**config.mk**
```make
export PLATFORM = sky130hd
export DESIGN_NAME = mc_ctrl
export DESIGN_NICKNAME = d
export VERILOG_FILES = /design/src/rtl/mc_ctrl.sv
export SDC_FILE = /design/constraint.sdc
export NUM_CORES = 1
export LEC_CHECK = 0
export CAP_MARGIN = 30
export CORE_MARGIN = 5
export CORE_UTILIZATION = 25
export CTS_CLUSTER_DIAMETER = 60
export DETAILED_ROUTE_END_ITERATION = 8
export MAX_ROUTING_LAYER = met4
export PLACE_DENSITY_LB_ADDON = 0.08
export REMOVE_ABC_BUFFERS = 1
export SLEW_MARGIN = 20
export SYNTH_ARGS = -nofsm -noshare
export SYNTH_HDL_FRONTEND = slang
export SYNTH_SLANG_ARGS = --single-unit
```
**constraint.sdc**
```tcl
create_clock -name clk -period 4.4 [get_ports clk]
set_clock_uncertainty 0.1 [all_clocks]
set_input_delay 1.32 -clock clk [delete_from_list [all_inputs] [get_ports clk]]
set_output_delay 1.32 -clock clk [all_outputs]
set_load 0.03 [all_outputs]
```
**src/rtl/mc_ctrl.sv**
```systemverilog
// Multi-cycle MIPS control unit: FETCH/DCD/EXE/MEM/WB sequencer that decodes
// op/funct into datapath selects and drives per-state write strobes.
module mc_ctrl (
  input  logic       clk,
  input  logic       reset,
  input  logic [5:0] op,
  input  logic [5:0] funct,
  input  logic       zero,
  output logic       PCWr,
  output logic       IRWr,
  output logic       RFWr,
  output logic       DMWr,
  output logic [1:0] EOp,
  output logic [2:0] ALUOp,
  output logic       ALUSrcB,
  output logic [1:0] RegDst,
  output logic [1:0] WDSel,
  output logic [1:0] NPCOp,
  output logic       done,
  output logic [2:0] state
);

  typedef enum logic [2:0] {
    FETCH = 3'd0,
    DCD   = 3'd1,
    EXE   = 3'd2,
    MEM   = 3'd3,
    WB    = 3'd4
  } state_e;

  typedef enum logic [3:0] {
    C_NOP, C_ADDU, C_SUBU, C_JR, C_ORI, C_LW, C_SW, C_BEQ, C_LUI, C_J, C_JAL
  } cls_e;

  state_e     state_q, state_d;
  cls_e       cls;
  logic [1:0] npc_sel;
  logic       pc_wr, ir_wr, rf_wr, dm_wr, done_c;

  always_comb begin
    cls = C_NOP;
    case (op)
      6'b000000: begin
        case (funct)
          6'b100001: cls = C_ADDU;
          6'b100011: cls = C_SUBU;
          6'b001000: cls = C_JR;
          default:   cls = C_NOP;
        endcase
      end
      6'b001101: cls = C_ORI;
      6'b100011: cls = C_LW;
      6'b101011: cls = C_SW;
      6'b000100: cls = C_BEQ;
      6'b001111: cls = C_LUI;
      6'b000010: cls = C_J;
      6'b000011: cls = C_JAL;
      default:   cls = C_NOP;
    endcase
  end

  // Selects depend only on the decoded instruction and are held across states.
  always_comb begin
    EOp     = 2'b00;
    ALUOp   = 3'b000;
    ALUSrcB = 1'b0;
    RegDst  = 2'b00;
    WDSel   = 2'b00;
    npc_sel = 2'b00;
    case (cls)
      C_ADDU: RegDst = 2'b01;
      C_SUBU: begin ALUOp = 3'b001; RegDst = 2'b01; end
      C_ORI:  begin ALUOp = 3'b010; ALUSrcB = 1'b1; EOp = 2'b01; end
      C_LUI:  begin ALUOp = 3'b010; ALUSrcB = 1'b1; EOp = 2'b10; end
      C_LW:   begin ALUSrcB = 1'b1; WDSel = 2'b01; end
      C_SW:   ALUSrcB = 1'b1;
      C_BEQ:  begin ALUOp = 3'b001; EOp = 2'b11; npc_sel = 2'b01; end
      C_J:    npc_sel = 2'b10;
      C_JAL:  begin npc_sel = 2'b10; RegDst = 2'b10; WDSel = 2'b10; end
      C_JR:   npc_sel = 2'b11;
      default: ;
    endcase
  end

  always_comb begin
    state_d = state_q;
    pc_wr   = 1'b0;
    ir_wr   = 1'b0;
    rf_wr   = 1'b0;
    dm_wr   = 1'b0;
    done_c  = 1'b0;
    case (state_q)
      FETCH: begin
        pc_wr   = 1'b1;
        ir_wr   = 1'b1;
        state_d = DCD;
      end
      DCD: begin
        case (cls)
          C_J, C_JR: begin pc_wr = 1'b1; done_c = 1'b1; state_d = FETCH; end
          C_JAL: begin
            pc_wr   = 1'b1;
            rf_wr   = 1'b1;
            done_c  = 1'b1;
            state_d = FETCH;
          end
          C_NOP:   begin done_c = 1'b1; state_d = FETCH; end
          default: state_d = EXE;
        endcase
      end
      EXE: begin
        case (cls)
          C_BEQ:   begin pc_wr = zero; done_c = 1'b1; state_d = FETCH; end
          C_LW, C_SW: state_d = MEM;
          C_ADDU, C_SUBU, C_ORI, C_LUI: state_d = WB;
          default: state_d = FETCH;
        endcase
      end
      MEM: begin
        case (cls)
          C_SW:    begin dm_wr = 1'b1; done_c = 1'b1; state_d = FETCH; end
          C_LW:    state_d = WB;
          default: state_d = FETCH;
        endcase
      end
      WB: begin
        rf_wr   = 1'b1;
        done_c  = 1'b1;
        state_d = FETCH;
      end
      default: state_d = FETCH;
    endcase
  end

  // Reset forces FETCH, whose strobes would otherwise be live; mask them here.
  assign PCWr  = pc_wr  & ~reset;
  assign IRWr  = ir_wr  & ~reset;
  assign RFWr  = rf_wr  & ~reset;
  assign DMWr  = dm_wr  & ~reset;
  assign done  = done_c & ~reset;
  assign NPCOp = (state_q == FETCH) ? 2'b00 : npc_sel;
  assign state = state_q;

  always_ff @(posedge clk or posedge reset) begin
    if (reset) state_q <= FETCH;
    else       state_q <= state_d;
  end

endmodule

```
# Yosys cells after proc, flatten, opt, wreduce, memory -nomap -nowiden
# Cells that the tools add are included.
# W data, S select, Z words.
# word_totals
register_bits	3
input_bits	15
elab_cells	67
# op_classes
eq_ne	24
muxes	24
bitwise	6
reduce_logical	12
# op_table
op	n
$pmux W4 S8	1
$eq A6 B6 Y1 const B	4
$eq A6 B4 Y1 const B	3
$pmux W2 S3	3
$eq A4 B3 Y1 const B	4
$eq A4 B4 Y1 const B	3
$eq A6 B2 Y1 const B	2
$pmux W2 S2	3
$pmux W3 S4	1
$reduce_or A4 Y1	3
$reduce_or A2 Y1	5
$mux W1	9
$eq A4 B2 Y1 const B	2
$eq A3 B2 Y1 const B	2
$eq A6 B3 Y1 const B	1
$logic_not A6 Y1	1
$pmux W3 S2	1
$and A1 B1 Y1	5
$eq A4 B1 Y1 const B	1
$logic_not A4 Y1	1
$mux W2	2
$pmux W1 S4	1
$eq A3 B1 Y1 const B	1
$eq A3 B3 Y1 const B	1
6 further kinds	6

# Longest topological paths before layout
# depth
depth_word	8
mapped_depth	6
depth_no_buf	5

# Worst setup path after synthesis
# No wires, ideal clock.
# synth_timing
path_kind	input port to output port
startpoint	in op[2]
endpoint	out RFWr
arrival_time_ns	3.344
required_time_ns	2.980
setup_slack_ns	-0.364
cell_stages	5
n_path_buf	1
path_cell_list	buf_6 > or4_4 > nor2_1 > nand2_1 > a211oi_1
# synth_via
elab_chain_cells	6
# synth_lines
element	line_no	rtl
start: declaration	6	input logic [5:0] op,
$eq A6 B2 Y1, or another cell as far along	42	case (op)
$pmux W4 S8 *	42	
$eq A4 B4 Y1 *	99	case (cls)
$mux W1 *	99	
$pmux W1 S2 *	92	case (state_q)
$and A1 B1 Y1 *	138	assign RFWr = rf_wr & ~reset;
end: declaration	11	output logic RFWr,
# Mark *: on every way between the ends. The rest lies on a longest branch, timed or not.

# Final worst setup path
# layout_timing
startpoint	in op[1]
endpoint	out ALUOp[0]
# layout_via
elab_chain_cells	5
# layout_lines
element	line_no	rtl
$eq A6 B2 Y1, or another cell as far along	42	
$pmux W4 S8 *	42	
$eq A4 B2 Y1, or another cell as far along	70	case (cls)
$reduce_or A2 Y1 (no line)	--	
$pmux W2 S2 *	70	
end: declaration	14	output logic [2:0] ALUOp,
# Marked as above.

==> results.md <==
- Outcome: complete, no violations
- Flop and latch count out of synthesis: 3
- CP arrival: 2.93 ns
- Initial Util: 25.68%
- Tcrit/Tclk final: 98.89%
- Psw: 0.0001312 W
- Yosys top cell by area: dfrtp_1
- Mux cell area share after synthesis: 1.426%
- Rows: 19
- Largest family of logic cells by synthesized area: simple AND/OR/NAND/NOR gates
- Worst Setup End Kind: output port
- Reg2reg path depth: 3
- Worst min path class: reg -> reg
- Seq pwr share: 17.9%
- P&R area growth vs syn: 87.88%
- IO Port Bufs: 33
- Antenna-violating nets left: 0
- Comb pwr share: 64.6%
- Max VDD drop: 0.2452 mV
- Initial antenna violation count: 0
- Final Hold Viols: 0
- Synth top cells by count: nor2_1 (11), nand2_1 (6), inv_1 (5), nor3_1 (5)
- Pleak: 0.6184 nW
- Post-synth EDFFs: 0
- Clock root buffer: clkbuf_4
- Sequential element share of the synthesized area: 10.70%
- DRC: 0
- Simple-gate portion of the synthesized area: 43.49%
- Compound-Gate Fraction of Synth Area: 31.73%
- Min Clock Period, post-route: 4.351 ns
- Max-slew violation count: 0
- Share of cells above drive strength 1: 47.13%
- Drt pass-1 iters: 6
- Fin Setup TNS: 0 ns
- Routed wire length: 2820 um
- Setup violators final: 0
- Die area: 3967 um^2
- Max clock buf depth: 2
- Largest net degree at the start of global routing: 13
- Critical register-to-register path startpoint: state[1]
- Max reg flops: 3
- Synth Area in Adders: 0%
- CTS tree: done
- Crit Path Class: in -> out
- Crit path launch type: primary input
- Share of the synthesized area in the top cell type: 10.70%
- Ys Warns: 0
- Die Ht: 62.99 um
- Initial DRC Count: 18
- Detailed-route via count: 1005
- Top-count cell post-synth: nor2_1
- Worst EP required: 2.98 ns
- Via density: 5.346
- Cell Area, Synth: 701.9 um^2
- Predominant post-synthesis flop cell: dfrtp_1
- Switching share of power: 46.95%
- Vias in the first global route: 1025
- Setup crit end: ALUOp[0]
- PwrDens: 211.9 nW/um^2
- CTS Buf Count: 3
- Layout Nets: 173
- Clock transition at path regs: 0.04 ns
- Drt wl/cell: 15.00 um
- MaxCap Viol Count: 0
- Die width: 62.99 um
- Worst hold path startpoint: state[1]
- Post-synth ARST share: 100.0%
- Post-Syn Area per Cell: 7.019 um^2
- Reg-to-reg endpoint: state[1]
- Top area cells in the synthesized netlist: dfrtp_1 (11%), nor2_1 (5.9%), nor3_1 (3.6%), nor4_1 (3.6%), nand2_1 (3.2%)
- Clock Latency Late Sink: 0.24 ns
- Int Pwr: 0.0001482 W
- Routability cong.: 0.8209
- Crit path max fanout: 5
- Post-synth cell types: 48
- CTS Sinks: 3
- I/O Pins: 35
- H-Tree Depth: 1
- Post-DP HPWL: 1979 um
- Hold Buf Count CTS: 0
- Reg2Reg Setup Slack: 3.09 ns
- First-pass GRT wire length: 4609 um
- CP Launch Point: op[1]
- Post-layout power: 0.0002794 W
- Mapped Cells: 100
- GRT overflow: 0
- Clock power frac: 17.5%
- Overall Global Routing Usage: 14.02%
- Xor/xnor share of the synthesized area: 2.496%
- Core area: 2734 um^2
- Max frequency: 229.8 MHz
- ANT cells: 0
-- critical path, cell delays in order --
cell           delay (ns)
dlygate4sd2_1        0.25
buf_6                0.13
buf_4                0.14
xor2_1               0.16
a2bb2oi_2            0.20
o41ai_2              0.12
buf_4                0.15
o31ai_2              0.25
buf_4                0.21
-- stage by stage --
step / utilization (%) / std cells / hold slack (ns) / instance area (um^2) / setup slack, ns
after detailed placement: 42.06 / 177 / 0.6474 / 1150 / -0.3202
after global routing: 48.24 / 188 / 0.7079 / 1319 / -0.009548
final: 48.24 / 188 / 0.6535 / 1319 / 0.04885
after global placement: 42.06 / 177 / 0.6558 / 1150 / -0.2688
after CTS: 46.54 / 188 / 0.6538 / 1272 / -0.0008122
after floorplan: - / 91 / 0.6957 / 653.1 / -0.2678
-- worst min path at each step --
stage / end / cells after the start / slack (ns)
after floorplan: state[0] / 1 / 0.70
after global placement: state[0] / 1 / 0.66
after detailed placement: state[0] / 1 / 0.65
after CTS: state[0] / 1 / 0.65
after global routing: state[0] / 1 / 0.71
final: state[0] / 1 / 0.65
-- power groups by stage --
stage	registers, W	clock network, W	logic, W
after global placement	0.0000523	0	0.000166
after detailed placement	0.0000503	0	0.000165
after floorplan	0.0000568	0	0.0000831
after global routing	0.0000533	0.0000542	0.000195
after CTS	0.0000502	0.0000513	0.000176
final	0.0000501	0.0000489	0.000180
-- final cells by class --
| class | instances | area [um^2] |
|---|---|---|
| clock buffer | 4 | 26.28 |
| inverter | 5 | 18.77 |
| tap | 31 | 38.79 |
| fill | 267 | 1415 |
| sequential | 3 | 75.07 |
| multi-input combinational | 83 | 643.1 |
| timing repair buffer | 62 | 516.7 |
-- repair_timing --
item,4_1_cts,5_1_grt
buffers inserted,7,0
pin swaps,9,10
endpoints found under the setup margin,8,5
hold endpoints to repair,0,0
gates resized for setup,27,14
-- cell usage in the layout (no fill, tap or decap), drive strengths merged, types with 2 or more instances in the layout --
| cell type | n |
|---|---|
| buf | 46 |
| nor2 | 12 |
| clkdlybuf4s50 | 8 |
| nand2 | 6 |
| nor3 | 6 |
| inv | 5 |
| clkbuf | 5 |
| a21oi | 4 |
| dlymetal6s2s | 4 |
| nor4 | 4 |
| nand3 | 4 |
| o21ai | 4 |
| nor3b | 3 |
| dfrtp | 3 |
| a211oi | 3 |
| nand4b | 2 |
| or2 | 2 |
| a21o | 2 |
| xor2 | 2 |
| a31oi | 2 |
| nand2b | 2 |
| o21bai | 2 |
| nor4b | 2 |
| o31ai | 2 |
| clkdlybuf4s15 | 2 |
-- layer usage --
layer	track usage (%)	part of all wire [%]	vias up
met1	19.55	46	469
met5	-	0	-
li1	-	-	494
met3	2.878	4.1	4
met2	20.90	49	38
met4	2.653	1.4	0
-- kinds of logic after synthesis --
group,Yosys count
AOI/OAI and AO/OA,29
xor gates and xnor gates,2
buffers and inverters,14
DFF,3
muxes,1
other,1
and+or+nand+nor,50
Note: power is estimated with default switching activity, not from simulation.
==> edit (config.mk and constraints unchanged) <==
Reset style: synchronous (`reset`), changed in one clocked block.
--- a/src/rtl/mc_ctrl.sv
+++ b/src/rtl/mc_ctrl.sv
@@ -142,5 +142,5 @@
   assign state = state_q;
 
-  always_ff @(posedge clk or posedge reset) begin
+  always_ff @(posedge clk) begin
     if (reset) state_q <= FETCH;
     else       state_q <= state_d;
Behaviour: differs if reset is asserted again (counterexample within 4 cycles, from zero or initial values and one cycle with reset high); with reset held inactive, the same outputs for 10 cycles.
==> edit against the original RTL <==
The run now ends with negative setup slack left. Via count is 2.1% higher. Sequential cell count unchanged. Global-route usage grew 0.50 points. Maximum frequency down 3.2%. Count of clock-buffer cells in the layout did not move. Largest cell class unchanged. Worst setup slack got worse by 0.15 ns. Routed wire length decreased by 3.9%. Final area shrank 0.57%. Area after synthesis shrank 1.4%.
Power is not compared: it rests on default switching activity, and its combinational part moved more than twofold at a synthesized area within 25%.
==> edit: results <==
<?xml version="1.0" encoding="UTF-8"?>
<metrics>
  <group name="setup_path">
    <metric name="crit_slowest_cell" unit="">sky130_fd_sc_hd__or4_4</metric>
    <metric name="ff2ff_path_depth" unit="">4</metric>
    <metric name="worst_ep_arrival_time" unit="ns">3.08</metric>
    <metric name="timing.rr.end" unit="">state[1]$_SDFF_PP0_</metric>
    <metric name="timing.rr.start" unit="">state[2]$_SDFF_PP0_</metric>
    <metric name="critPathMaxStageDelay" unit="ns">0.57</metric>
    <metric name="critical_path.startpoint" unit="">op[4]</metric>
    <metric name="critical_path.max_fanout" unit="">4</metric>
  </group>
  <group name="run_status">
    <metric name="violations" unit="">negative setup slack</metric>
    <metric name="outcome" unit="">finished with violations</metric>
  </group>
  <group name="final_layout">
    <metric name="finish.net_count" unit="">184</metric>
  </group>
  <group name="sta">
    <metric name="post-route-worst-setup-slack" unit="ns">-0.0970</metric>
    <metric name="timing.final.setup_violations" unit="">1</metric>
  </group>
  <group name="clock_tree">
    <metric name="cts_post_setup_buffers_inserted" unit="">2</metric>
    <metric name="ctsResizeCount" unit="">52</metric>
  </group>
  <group name="global_routing">
    <metric name="grt_start_max_net_pins" unit="">14</metric>
    <metric name="grt_pass1_wl" unit="µm">4720</metric>
    <metric name="global_route.usage.total" unit="%">14.5</metric>
    <metric name="first_global_vias" unit="">1108</metric>
  </group>
  <group name="min_path">
    <metric name="hold_path_end" unit="">state[0]$_SDFF_PP0_</metric>
    <metric name="hold-path-cell-count" unit="">2</metric>
  </group>
  <group name="logic_synthesis">
    <metric name="yosysSeqAreaShare" unit="%">8.68</metric>
    <metric name="synth_flop_cell" unit="">sky130_fd_sc_hd__dfxtp_1</metric>
    <metric name="asyncSetResetFlopFracSynth" unit="%">0</metric>
  </group>
  <group name="drt">
    <metric name="dr_vias_cell" unit="">5.16</metric>
  </group>
</metrics>
[edit: cell count changes after synthesis, moves of 3 or more]
| cell | delta |
|---|---|
| sky130_fd_sc_hd__o21ai_0 | -4 |
| sky130_fd_sc_hd__dfxtp_1 | +3 |
| sky130_fd_sc_hd__dfrtp_1 | -3 |
| sky130_fd_sc_hd__or3_1 | +3 |
| sky130_fd_sc_hd__nand2_1 | +4 |
| sky130_fd_sc_hd__nor3_1 | +5 |
[edit: cell families after synthesis]
| family | after synthesis | synth area share (%) |
|---|---|---|
| compound gates | 27 | 31.6 |
| flops | 3 | 8.68 |
| xor+xnor | 2 | 2.53 |
| other cells | 1 | 0.542 |
| simple gates | 58 | 46.3 |
| mux | 1 | 1.45 |
| buf+inv | 12 | 8.86 |
[edit: worst max-delay path by stage]
stage                end  slack (ns)  cells after the start
floorplan           RFWr       -0.32                      4
global placement    done       -0.53                      8
detailed placement  done       -0.61                      8
CTS                 done       -0.08                      8
global route        done       -0.18                      9
finish              done        -0.1                      8
[edit: power by group through the flow]
| stage | Sequential [mW] | Clock [mW] | Combinational (mW) |
|---|---|---|---|
| 2_1_floorplan | 0.0327 | 0 | 0.0320 |
| 3_3_place_gp | 0.0316 | 0 | 0.0848 |
| 3_5_place_dp | 0.0316 | 0 | 0.0855 |
| 4_1_cts | 0.0312 | 0.0488 | 0.0874 |
| 5_1_grt | 0.0316 | 0.0529 | 0.0968 |
| 6_report | 0.0312 | 0.0464 | 0.0890 |
[edit: layout make-up]
class / instances / area, µm² / area share [%]
Sequential cell: 3 / 60.1 / 4.58
Inverter: 3 / 11.3 / 0.859
Clock buffer: 4 / 26.3 / 2.00
Tap cell: 31 / 38.8 / 2.96
Timing Repair Buffer: 69 / 543 / 41.4
Multi-Input combinational cell: 89 / 632 / 48.2
[edit: routing by layer]
| metal | global-route usage [%] | part of all wire [%] | vias up |
|---|---|---|---|
| li1 | - | - | 522 |
| met1 | 17.2 | 44 | 474 |
| met2 | 25.5 | 52 | 26 |
| met3 | 1.62 | 3.1 | 4 |
| met4 | 4.51 | 1.5 | 0 |
| met5 | - | 0 | - |
[edit: worst reg2reg max path: cells and delay by family, from the launching register on]
| kind | cells | cell delay, ns |
|---|---|---|
| AO/OA/AOI/OAI | 1 | 0.22 |
| AND/OR/NAND/NOR | 3 | 0.28 |
| flip-flops | 1 | 0.46 |
[edit: metrics by stage]
stage          utilization [%]  cell area [µm²]  hold slack, ns  setup TNS (ns)  total power [mW]
2_1_floorplan                -              642           0.598          -0.325            0.0646
3_3_place_gp              45.3             1230           0.527           -2.79             0.116
3_5_place_dp              45.3             1230           0.527           -2.90             0.117
4_1_cts                   47.6             1290           0.535         -0.0867             0.167
5_1_grt                   48.4             1310           0.570          -0.285             0.181
6_report                  48.4             1310           0.525         -0.0970             0.167
